[src/rtl/eco32f_fetch.sv]
// eco32f instruction fetch stage: PC, address translation, single-outstanding
// instruction bus master and a one-entry skid buffer towards decode.
module eco32f_fetch #(
    parameter logic [31:0] RESET_PC = 32'hE000_0000
) (
    input  logic        clk,
    input  logic        rst,
    input  logic        id_stall,
    input  logic        ex_redirect,
    input  logic [31:0] ex_redirect_pc,
    input  logic        if_user_mode,
    output logic [31:0] itlb_vaddr,
    input  logic [31:0] itlb_paddr,
    input  logic        itlb_miss,
    input  logic        itlb_invalid,
    output logic        ibus_req_o,
    output logic [31:0] ibus_adr_o,
    input  logic        ibus_ack_i,
    input  logic        ibus_err_i,
    input  logic [31:0] ibus_dat_i,
    output logic        id_valid,
    output logic [31:0] id_pc,
    output logic [31:0] id_insn,
    output logic        id_exc_ibus_fault,
    output logic        id_exc_itlb_kmiss,
    output logic        id_exc_itlb_umiss,
    output logic        id_exc_itlb_invalid,
    output logic        id_exc_itlb_priv
);

    typedef enum logic [1:0] {RUN, BUF, DISCARD, HALT} state_t;

    // Exception vector layout: {ibus_fault, kmiss, umiss, invalid, priv}
    localparam logic [4:0] EXC_FAULT = 5'b10000;

    state_t      state, state_n;
    logic [31:0] pc, pc_n;
    logic        req_n;
    logic [31:0] adr_n;
    logic        id_valid_n;
    logic [31:0] id_pc_n, id_insn_n;
    logic [4:0]  id_exc, id_exc_n;
    logic        buf_valid, buf_valid_n;
    logic [31:0] buf_pc, buf_pc_n, buf_insn, buf_insn_n;
    logic [4:0]  buf_exc, buf_exc_n;

    logic        slot_free, bus_wait, ack_hit, err_hit;
    logic [31:0] va, paddr;
    logic        direct, priv;
    logic [4:0]  exc_va;
    logic        issue, id_free, mark;
    logic [31:0] mark_pc;
    logic [4:0]  mark_exc;

    assign slot_free = !id_valid || !id_stall;
    assign ack_hit   = ibus_req_o && ibus_ack_i && !ibus_err_i;
    assign err_hit   = ibus_req_o && ibus_err_i;
    assign bus_wait  = ibus_req_o && !ibus_ack_i && !ibus_err_i;

    always_comb begin
        if (ex_redirect)
            va = ex_redirect_pc;
        else if ((state == RUN && ack_hit && slot_free) || (state == BUF && !id_stall))
            va = pc + 32'd4;
        else
            va = pc;
    end

    assign itlb_vaddr = va;

    // The top quarter of the address space is a fixed kernel window; everything else goes through the ITLB.
    always_comb begin
        direct    = (va[31:30] == 2'b11);
        paddr     = direct ? {2'b00, va[29:0]} : itlb_paddr;
        priv      = if_user_mode && va[31];
        exc_va    = 5'b0;
        exc_va[0] = priv;
        exc_va[3] = !direct && !priv && itlb_miss && va[31];
        exc_va[2] = !direct && !priv && itlb_miss && !va[31];
        exc_va[1] = !direct && !priv && !itlb_miss && itlb_invalid;
    end

    always_comb begin
        state_n     = state;
        pc_n        = pc;
        req_n       = ibus_req_o;
        adr_n       = ibus_adr_o;
        id_valid_n  = id_valid;
        id_pc_n     = id_pc;
        id_insn_n   = id_insn;
        id_exc_n    = id_exc;
        buf_valid_n = buf_valid;
        buf_pc_n    = buf_pc;
        buf_insn_n  = buf_insn;
        buf_exc_n   = buf_exc;
        issue       = 1'b0;
        id_free     = slot_free;
        mark        = 1'b0;
        mark_pc     = pc;
        mark_exc    = 5'b0;

        if (slot_free) begin
            id_valid_n = 1'b0;
            id_insn_n  = 32'b0;
            id_exc_n   = 5'b0;
        end

        if (ex_redirect) begin
            id_valid_n  = 1'b0;
            id_insn_n   = 32'b0;
            id_exc_n    = 5'b0;
            buf_valid_n = 1'b0;
            buf_exc_n   = 5'b0;
            id_free     = 1'b1;
            pc_n        = ex_redirect_pc;
            if (bus_wait)
                state_n = DISCARD;
            else
                issue = 1'b1;
        end else begin
            case (state)
                RUN: begin
                    if (!ibus_req_o) begin
                        issue = 1'b1;
                    end else if (err_hit) begin
                        mark     = 1'b1;
                        mark_pc  = pc;
                        mark_exc = EXC_FAULT;
                        req_n    = 1'b0;
                        state_n  = HALT;
                    end else if (ack_hit) begin
                        if (slot_free) begin
                            id_valid_n = 1'b1;
                            id_pc_n    = pc;
                            id_insn_n  = ibus_dat_i;
                            id_exc_n   = 5'b0;
                            id_free    = 1'b0;
                            issue      = 1'b1;
                        end else begin
                            buf_valid_n = 1'b1;
                            buf_pc_n    = pc;
                            buf_insn_n  = ibus_dat_i;
                            buf_exc_n   = 5'b0;
                            req_n       = 1'b0;
                            state_n     = BUF;
                        end
                    end
                end
                BUF: begin
                    if (!id_stall) begin
                        id_valid_n  = 1'b1;
                        id_pc_n     = buf_pc;
                        id_insn_n   = buf_insn;
                        id_exc_n    = buf_exc;
                        buf_valid_n = 1'b0;
                        id_free     = 1'b0;
                        issue       = 1'b1;
                    end
                end
                DISCARD: begin
                    if (ibus_req_o && (ibus_ack_i || ibus_err_i))
                        issue = 1'b1;
                end
                HALT: begin
                    if (buf_valid && id_free) begin
                        id_valid_n  = 1'b1;
                        id_pc_n     = buf_pc;
                        id_insn_n   = buf_insn;
                        id_exc_n    = buf_exc;
                        buf_valid_n = 1'b0;
                        id_free     = 1'b0;
                    end
                end
            endcase
        end

        // A faulting fetch address produces a marker instead of a bus request.
        if (issue) begin
            pc_n = va;
            if (|exc_va) begin
                req_n    = 1'b0;
                state_n  = HALT;
                mark     = 1'b1;
                mark_pc  = va;
                mark_exc = exc_va;
            end else begin
                req_n   = 1'b1;
                adr_n   = paddr;
                state_n = RUN;
            end
        end

        if (mark) begin
            if (id_free) begin
                id_valid_n = 1'b1;
                id_pc_n    = mark_pc;
                id_insn_n  = 32'b0;
                id_exc_n   = mark_exc;
            end else begin
                buf_valid_n = 1'b1;
                buf_pc_n    = mark_pc;
                buf_insn_n  = 32'b0;
                buf_exc_n   = mark_exc;
            end
        end
    end

    always_ff @(posedge clk or posedge rst) begin
        if (rst) begin
            state      <= RUN;
            pc         <= RESET_PC;
            ibus_req_o <= 1'b0;
            ibus_adr_o <= 32'b0;
            id_valid   <= 1'b0;
            id_pc      <= 32'b0;
            id_insn    <= 32'b0;
            id_exc     <= 5'b0;
            buf_valid  <= 1'b0;
            buf_pc     <= 32'b0;
            buf_insn   <= 32'b0;
            buf_exc    <= 5'b0;
        end else begin
            state      <= state_n;
            pc         <= pc_n;
            ibus_req_o <= req_n;
            ibus_adr_o <= adr_n;
            id_valid   <= id_valid_n;
            id_pc      <= id_pc_n;
            id_insn    <= id_insn_n;
            id_exc     <= id_exc_n;
            buf_valid  <= buf_valid_n;
            buf_pc     <= buf_pc_n;
            buf_insn   <= buf_insn_n;
            buf_exc    <= buf_exc_n;
        end
    end

    assign id_exc_ibus_fault   = id_exc[4];
    assign id_exc_itlb_kmiss   = id_exc[3];
    assign id_exc_itlb_umiss   = id_exc[2];
    assign id_exc_itlb_invalid = id_exc[1];
    assign id_exc_itlb_priv    = id_exc[0];

endmodule

[config.mk]
export PLATFORM = sky130hd
export DESIGN_NAME = eco32f_fetch
export DESIGN_NICKNAME = d
export VERILOG_FILES = /design/src/rtl/eco32f_fetch.sv
export SDC_FILE = /design/constraint.sdc
export NUM_CORES = 1
export LEC_CHECK = 0
export BUFFER_PORTS_ARGS = -buffer_cell sky130_fd_sc_hd__buf_2
export CAP_MARGIN = 5
export CORE_AREA = 10 10 209 112
export CTS_BUF_LIST = sky130_fd_sc_hd__clkbuf_4 sky130_fd_sc_hd__clkbuf_8
export DETAILED_ROUTE_END_ITERATION = 7
export DIE_AREA = 0 0 219 122
export GPL_ROUTABILITY_DRIVEN = 0
export PLACE_DENSITY = 0.82
export SYNTH_ARGS = -nofsm -noshare
export SYNTH_HDL_FRONTEND = slang
export SYNTH_SLANG_ARGS = --single-unit
[constraint.sdc]
create_clock -name clk -period 8.1 [get_ports clk]
set_input_delay 1.215 -clock clk [delete_from_list [all_inputs] [get_ports clk]]
set_output_delay 1.215 -clock clk [all_outputs]
set_load 0.1 [all_outputs]
==> results of run 1 <==
## final timing paths
kind	from	to	slack, ns
setup / recovery	ex_redirect	itlb_vaddr[31]	3.21
setup reg to reg	id_valid$_DFF_PP0_	id_pc[4]$_DFF_PP0_	4.01
min in group asynchronous	rst	buf_insn[30]$_DFF_PP0_	0.75
hold reg to reg	buf_insn[19]$_DFF_PP0_	id_insn[19]$_DFF_PP0_	0.47
max in group asynchronous	rst	id_insn[2]$_DFF_PP0_	6.14
hold / removal	buf_insn[19]$_DFF_PP0_	id_insn[19]$_DFF_PP0_	0.47
## flip-flops by register name, indices dropped and copies added (netlist names)
name	flops
pc	32
ibus_adr_o	32
id_pc	32
buf_exc	5
buf_valid	1
buf_insn	32
buf_pc	32
id_exc	5
ibus_req_o	1
id_insn	32
id_valid	1
state	2
## worst max-delay path, stage by stage
cell and delay, ns:
buf_4 0.63, inv_1 0.49, a31oi_1 0.26, o21ai_0 0.15, nor3_4 0.45, inv_4 0.13, buf_2 0.34
## logic make-up (layout without fill, tap and decap cells)
| logic type | count (synthesis) | after routing |
|---|---|---|
| simple gates | 399 | 399 |
| other cells | 0 | 3 |
| buf+inv | 114 | 323 |
| mux | 75 | 75 |
| fa+ha+maj | 1 | 1 |
| compound gates | 301 | 301 |
| xor+xnor | 23 | 23 |
| flops | 207 | 207 |
## routing by layer
metal	global-route usage (%)	vias up	part of all wire [%]
li1	-	4524	-
met1	37.0	4886	43
met2	38.8	560	43
met3	7.62	53	12
met4	6.21	0	2.0
met5	0	-	0
## layout by cell type, fill, tap and decap left out, drive strengths merged, types with 3 or more instances in the layout
master	instances
nor4	4
nand3	20
xnor2	8
o221ai	3
a22oi	44
dfstp	3
a31oi	6
a211oi	5
nand4	20
nand2	124
a21oi	75
inv	13
buf	257
mux2	66
nor3	64
o221a	30
o31ai	4
xor2	15
and2	8
o21ai	54
diode	3
clkbuf	51
a21boi	4
mux2i	9
dfrtp	204
nor2	75
o22ai	5
and3	34
a221o	4
and4	7
or2	31
a221oi	53
## report_power, final
| group | switching (W) | internal [W] | total, W |
|---|---|---|---|
| sequential | 0.000209 | 0.00132 | 0.00153 |
| clock | 0.000409 | 0.000478 | 0.000888 |
| combinational | 0.00216 | 0.000581 | 0.00274 |
| total | 0.00278 | 0.00238 | 0.00516 |
## cell type report
| cell class | instances | area, µm² | area share (%) |
|---|---|---|---|
| multi-input cells | 799 | 5510 | 42.2 |
| flip-flops and latches | 207 | 5180 | 39.7 |
| repair buffers | 257 | 1330 | 10.2 |
| clock buffers | 51 | 621 | 4.75 |
| well taps | 273 | 342 | 2.61 |
| inverters | 13 | 58.8 | 0.450 |
| clock inverters | 2 | 12.5 | 0.0958 |
| diodes | 3 | 7.51 | 0.0575 |
## through the flow
stage | hold WS (ns) | instances | setup WS (ns) | utilization [%] | cell area, µm²
4_1_cts | 0.474 | 1602 | 3.25 | 65.3 | 13100
3_5_place_dp | 0.461 | 1549 | 2.96 | 62.1 | 12400
5_1_grt | 0.502 | 1603 | 3.02 | 65.3 | 13100
2_1_floorplan | 0.439 | 1120 | 1.24 | - | 11100
3_3_place_gp | 0.445 | 1549 | 3.02 | 62.1 | 12400
6_report | 0.468 | 1605 | 3.21 | 65.3 | 13100
==> impl_metrics.toml, run 1 <==
[cts]
htree_levels = 1
cts_buffers = 31
clockRootBuffer = "clkbuf_8"
postCtsHoldBufs = 0
cts_sinks = 207
cts_resized = 0
post_cts_buffers = 0
clk-insertion-delay-late_ns = 0.57
clockBufferDepth = 3
cts_tree = "done"
clkSlewWorstSetupHoldPaths_ns = 0.07

[timing]
setup-tns-final_ns = 0
maxSlewViolCount = 0
rsz0062_at_grt = "no"
fin_skew_ns = 0.0218
tightest_slew_ns = 1.22
fin_crit_sh_pct = 60.3
setup_viol = 0
relSlewSlack_pct = 18.1
fmax_mhz = 205
min_period_ns = 4.89
hold_viol = 0

[logic_synthesis]
synthXorXnorAreaFrac_pct = 1.82
ys_ff_latch = 207
postSynthCellCount = 1120
synth_compound_area_share_pct = 21.3
synthTopCellsByCount = "dfrtp_1, nand2_1, a21oi_1, nor2_1, clkbuf_1"
synth_ff_type = "dfrtp_1"
synth.top_cells.by_area = "dfrtp_1, mux2_2, nand2_1, a21oi_1, a221oi_2"
synthAdderAreaFrac_pct = 0.113
netlist_area_um2 = 11100
synth_nets = 1226
seq_area_frac_synth_pct = 46.7
synth_mux_area_share_pct = 7.51
yosys.area_share.simple_pct = 18.1
ys_warn_count = 0
synth_top_family_by_area = "compound AO/OA/AOI/OAI gates"
avgSynthCellArea_um2 = 9.91
synth_edf_count = 0
post-synth-top-count-cell = "dfrtp_1"
synth.largest_area_cell = "dfrtp_1"
async_reset_ff_share_pct = 100
synthDistinctLibCells = 75
synth_top_area_share_pct = 46.0

[cells_and_area]
finalNetCount = 1415
drive_above_1_share_pct = 37.1
fillers = 1700
area_delta_synth_final_pct = 17.7

[detailed_routing]
vias = 10000
drt_wl_total_um = 36000
firstDrtPassIters = 5
drc = 0
drt_iter0_markers = 949
post_drt_via_cell_ratio = 6.24
post_drt_wl_per_cell_um = 22.4
ant_nets = 0

[run_status]
outcome = "finished, final reports clean"

[critical_path]
worstRegToRegCells = 11
worstSetupStartpointType = "input pin"
cp.required_ns = 6.88
path_class = "input pin to output pin"
arrival_ns = 3.67
crit_path_max_fanout = 90
crit_path_end_kind = "output pin"

[floorplan]
dieHeight_um = 122
initial_core_util_pct = 55.5
pin_count = 240
core-area_um2 = 20000
dieArea_um2 = 26700
rows = 37
fp.dieW_um = 219

[pwr]
vdd_drop_max_v = 0.000306
power_w = 0.00516
leakage_nw = 5.85
p_per_area_nw_per_um2 = 395

[global_route]
antenna_found_initial = 4
grt_pass1_vias = 9915
grt_first_pass_wirelength_um = 56500
grt.total_usage_pct = 26.1
grt_overflow = 0
grt_start_max_net_pins = 95

[placement]
port_buffers = 239
dp_hpwl_um = 24500

[worst_hold_path]
holdCritPathClass = "flop to flop"
worstHoldPathCells = 2

[run]
drv_cap = 0
Power figures use the tool's default switching activity.
==> run 2: changes to the inputs <==
Settings changed: CORE_AREA 10 10 209 112 to 10 10 220 118, DIE_AREA 0 0 219 122 to 0 0 230 128, PLACE_DENSITY 0.82 to 0.78.
Clock period 8.1 ns to 4 ns, I/O delays scaled along.
==> run 2 against run 1 <==
Net effect:
- sequential share of layout area down 1.6 points
- hold slack worse by 0.21 ns
- final cell count up 3.1%
- die area up 10%
- sequential power up 100%
- critical endpoint is now itlb_vaddr[29]
- largest cell class unchanged
==> impl_metrics.toml, run 2 (synthesis gave the netlist of run 1 again) <==
[timing]
tightest_slew_ns = 1.25
fin_crit_sh_pct = 96.6
setup-tns-final_ns = 0
fin_skew_ns = 0.0142
rsz0062_at_grt = "no"
hold_viol = 0
setup_viol = 0
finalWorstSetupSlack_ns = 0.134
min_period_ns = 3.87
relSlewSlack_pct = 16.2
maxSlewViolCount = 0
fmax_mhz = 259

[cts]
clockRootBuffer = "clkbuf_8"
cts_tree = "done"
clockBufferDepth = 3
htree_levels = 1
clk-insertion-delay-late_ns = 0.59
cts_buffers = 31
clkSlewWorstSetupHoldPaths_ns = 0.07
cts_sinks = 207
postCtsHoldBufs = 0

[pwr]
vdd_drop_max_v = 0.000769
leakage_nw = 6.06
p_per_area_nw_per_um2 = 786

[floorplan]
initial_core_util_pct = 49.9
pin_count = 240
dieHeight_um = 128
core-area_um2 = 22300
fp.dieW_um = 230
dieArea_um2 = 29400
rows = 39

[global_route]
grt_pass1_vias = 9801
antenna_found_initial = 1
grt_start_max_net_pins = 63
grt.total_usage_pct = 24.2
grt_first_pass_wirelength_um = 57700
grt_overflow = 0

[cells_and_area]
area_delta_synth_final_pct = 22.5
seq_area_um2 = 5180
multiInputGateArea_um2 = 5580
antenna_cells = 0
fillers = 1921
final_common_cell = "buf_2"
drive_above_1_share_pct = 39.3
finalNetCount = 1433
postLayoutCellArea_um2 = 13600
final_cell_mix = "buf_2, dfrtp_1, nand2_1, nor2_1, a21oi_1"
fin_cells = 1654

[detailed_routing]
post_drt_via_cell_ratio = 6.10
vias = 10100
drc = 0
ant_nets = 0
drt_iter0_markers = 1090
drt_wl_total_um = 37100
post_drt_wl_per_cell_um = 22.5
firstDrtPassIters = 5

[critical_path]
crit_chain = "a211oi_1, a21boi_2, nor3_4, nand3_1, a221o_1, clkbuf_4"
cp.required_ns = 3.40
crit_path_end_kind = "output pin"
crit_slowest_cell = "dfrtp_1"
cpPeakStageDelay_ns = 0.55
ff2ff_setup_slack_ns = 0.30
r2r-start = "pc[5]$_DFFE_PP0P_"
path_class = "flop to output pin"
arrival_ns = 3.27
startpoint = "state[1]$_DFFE_PP0P_"
crit_path_max_fanout = 13
worstSetupStartpointType = "flop"

[placement]
dp_hpwl_um = 26200
dp_cells = 1601
dpl-instance-area_um2 = 12900
port_buffers = 239
place_ws_ns = 0.340

[run_status]
outcome = "finished, final reports clean"

[worst_hold_path]
min_from = "ibus_dat_i[17]"
holdCritPathClass = "input pin to flop"

[run]
drv_cap = 0
[run 2: what timing repair did]
| item | in CTS | in global routing |
|---|---|---|
| resized for setup | 0 | 2 |
| setup buffers | 0 | 0 |
| setup endpoints to repair | 0 | 8 |
[run 2: layout make-up]
| cell class | instances | area share (%) |
|---|---|---|
| Clock buffer | 46 | 4.29 |
| Inverter | 13 | 0.405 |
| Clock inverter | 7 | 0.626 |
| Tap cell | 307 | 2.82 |
| Timing Repair Buffer | 275 | 12.7 |
| Sequential cell | 207 | 38.1 |
| Multi-Input combinational cell | 799 | 41.0 |
[run 2: where the power goes]
part | switching [W] | internal, W | total, W | leakage (nW)
logic | 0.00442 | 0.00128 | 0.00570 | 3.13
registers | 0.000421 | 0.00268 | 0.00310 | 2.58
clock network | 0.000842 | 0.00105 | 0.00190 | 0.358
total | 0.00568 | 0.00501 | 0.0107 | 6.06
[run 2: per-stage QoR]
stage | hold slack, ns | utilization (%) | power, W
finish | 0.255 | 61.1 | 0.0107
global route | 0.221 | 61.1 | 0.0111
CTS | 0.221 | 61.1 | 0.0107
detailed placement | 0.456 | 58.1 | 0.00880
global placement | 0.445 | 58.1 | 0.00869
floorplan | 0.439 | - | 0.00757
[run 2: routing by layer]
layer	vias to the layer above	GRT usage, %	wire length [µm]
li1	4563	-	-
met1	4967	34.8	16500
met2	516	35.6	16200
met3	47	6.98	3810
met4	0	5.12	609
met5	-	0	0
[run 2: path summary, 6_finish.rpt]
| check | end | cells after the start |
|---|---|---|
| setup / recovery | itlb_vaddr[29] | 6 |
| hold / removal | buf_insn[17]$_DFF_PP0_ | 3 |
| setup reg to reg | ibus_adr_o[10]$_DFFE_PP0P_ | 7 |
| hold reg to reg | id_insn[25]$_DFF_PP0_ | 2 |
| max in group asynchronous | pc[29]$_DFFE_PP1P_ | 3 |
| min in group asynchronous | ibus_adr_o[1]$_DFFE_PP0P_ | 2 |
[run 2: worst max-delay path, delay by kind of cell, from the launching register on]
family	cells	cell delay, ns
AO/OA/AOI/OAI	3	1.20
flip-flops	1	0.55
buffers and inverters	1	0.29
AND/OR/NAND/NOR	2	0.62
==> run 3: changes to the inputs <==
Settings changed: ABC_CLOCK_PERIOD_IN_PS set to 4000, SETUP_SLACK_MARGIN set to 0.15.
==> run 3 against run 2 <==
Net effect:
- sequential power barely moved
- largest power group unchanged
- final cell count hardly changed
- critical path depth is the same
- global-route usage shrank 0.22 points
- non-clock buffer count decreased by 1
- via count up 0.97%
- flip-flop and latch count unchanged
- combinational power barely moved
==> impl_metrics.toml, run 3 (synthesis gave the netlist of run 1 again) <==
[pwr]
power_w = 0.0106
vdd_drop_max_v = 0.000685
p_per_area_nw_per_um2 = 780
leakage_nw = 6.04

[timing]
maxSlewViolCount = 0
fmax_mhz = 266
setup_viol = 0
min_period_ns = 3.77
relSlewSlack_pct = 31.4
fin_skew_ns = 0.0299
setup-tns-final_ns = 0
rsz0062_at_grt = "yes"
fin_crit_sh_pct = 94.2
tightest_slew_ns = 1.02
hold_viol = 0
hold_slack_ns = 0.199

[global_route]
antenna_found_initial = 3
grt.total_usage_pct = 24.0
grt_start_max_net_pins = 98
grt_pass1_vias = 9809
grt_overflow = 0
grt_first_pass_wirelength_um = 57100

[critical_path]
crit_path_end_kind = "output pin"
cp.required_ns = 3.40
arrival_ns = 3.17
path_class = "flop to output pin"
crit_path_max_fanout = 13
worstSetupStartpointType = "flop"

[detailed_routing]
post_drt_via_cell_ratio = 6.17
post_drt_wl_per_cell_um = 22.4
firstDrtPassIters = 7
drc = 0
drt_wl_total_um = 37000
ant_nets = 0
vias = 10200
drt_iter0_markers = 1104

[floorplan]
fp.dieW_um = 230
pin_count = 240
dieHeight_um = 128
initial_core_util_pct = 49.9
dieArea_um2 = 29400
core-area_um2 = 22300
rows = 39

[run_status]
outcome = "finished, final reports clean"

[cells_and_area]
multiInputGateArea_um2 = 5590
finalNetCount = 1432
fillers = 1930
seq_area_um2 = 5180
final_cell_mix = "buf_2, dfrtp_1, nand2_1, nor2_1, a21oi_1"
fin_cells = 1653
drive_above_1_share_pct = 39.2
final_common_cell = "buf_2"
post-route-util_pct = 60.9
area_delta_synth_final_pct = 22.2

[cts]
cts_sinks = 207
htree_levels = 1
postCtsHoldBufs = 0
cts_tree = "done"
clkSlewWorstSetupHoldPaths_ns = 0.07
clockBufferDepth = 3
clockRootBuffer = "clkbuf_8"
cts_buffers = 31
clk-insertion-delay-late_ns = 0.60

[run]
drv_cap = 0

[worst_hold_path]
holdCritPathClass = "input pin to async pin"

[placement]
dp_hpwl_um = 26400
dp_cells = 1599
port_buffers = 239
[run 3: cell types whose count changed in the layout (fill, tap and decap cells not counted), moves of 2 or more]
cell,delta
clkinv_2,-2
buf_4,+3
bufinv_16,-2
diode_2,+3
buf_2,-3
clkbuf_4,-2
[run 3: routing by layer]
layer / wire length (µm) / track usage [%] / vias to the layer above
met1: 16500 / 34.6 / 5012
met3: 3920 / 7.49 / 65
met5: 0 / 0 / -
li1: - / - / 4566
met2: 15800 / 34.3 / 548
met4: 810 / 6.00 / 0
[run 3: power by group]
group	switching (W)	internal, W
clock	0.000831	0.000930
sequential	0.000434	0.00268
combinational	0.00442	0.00128
total	0.00569	0.00489
[run 3: final cells by class]
cell class                      instances  share of cell area [%]
Clock inverter                          4                   0.166
Sequential cell                       207                    38.2
Inverter                               13                   0.406
Clock buffer                           46                    4.35
Timing Repair Buffer                  274                    12.8
Tap cell                              307                    2.83
Multi-Input combinational cell        799                    41.2
Antenna cell                            3                  0.0554
[run 3: worst paths after layout]
path | startpoint | endpoint | slack [ns] | cells after the start
max | state[1]$_DFFE_PP0P_ | itlb_vaddr[29] | 0.23 | 6
min | rst | buf_insn[28]$_DFF_PP0_ | 0.20 | 2
max reg2reg | state[1]$_DFFE_PP0P_ | ibus_adr_o[26]$_DFFE_PP0P_ | 0.45 | 9
min reg2reg | buf_insn[19]$_DFF_PP0_ | id_insn[19]$_DFF_PP0_ | 0.47 | 2
max in group asynchronous | rst | id_insn[1]$_DFF_PP0_ | 2.78 | 3
min in group clk | ibus_dat_i[22] | buf_insn[22]$_DFF_PP0_ | 0.24 | 3
[run 3: what timing repair did]
action / in CTS / in global routing
setup endpoints to repair: 6 / 8
setup buffers: 0 / 1
resized for setup: 4 / 1
pin swaps: 1 / 3
[run 3: critical path: stages (launching register included)]
cell      delay, ns
dfrtp_1        0.55
a211oi_1       0.56
a21boi_4       0.24
nor3_4         0.43
nand3_1        0.18
a221o_1        0.35
buf_4          0.25
[run 3: per-stage QoR]
stage                     instance area [µm²]  worst slack [ns]
after CTS                               13500             0.233
after detailed placement                12900             0.381
after global placement                  12900             0.492
after floorplan                         11200             0.152
after global routing                    13600             0.118
final                                   13600             0.234
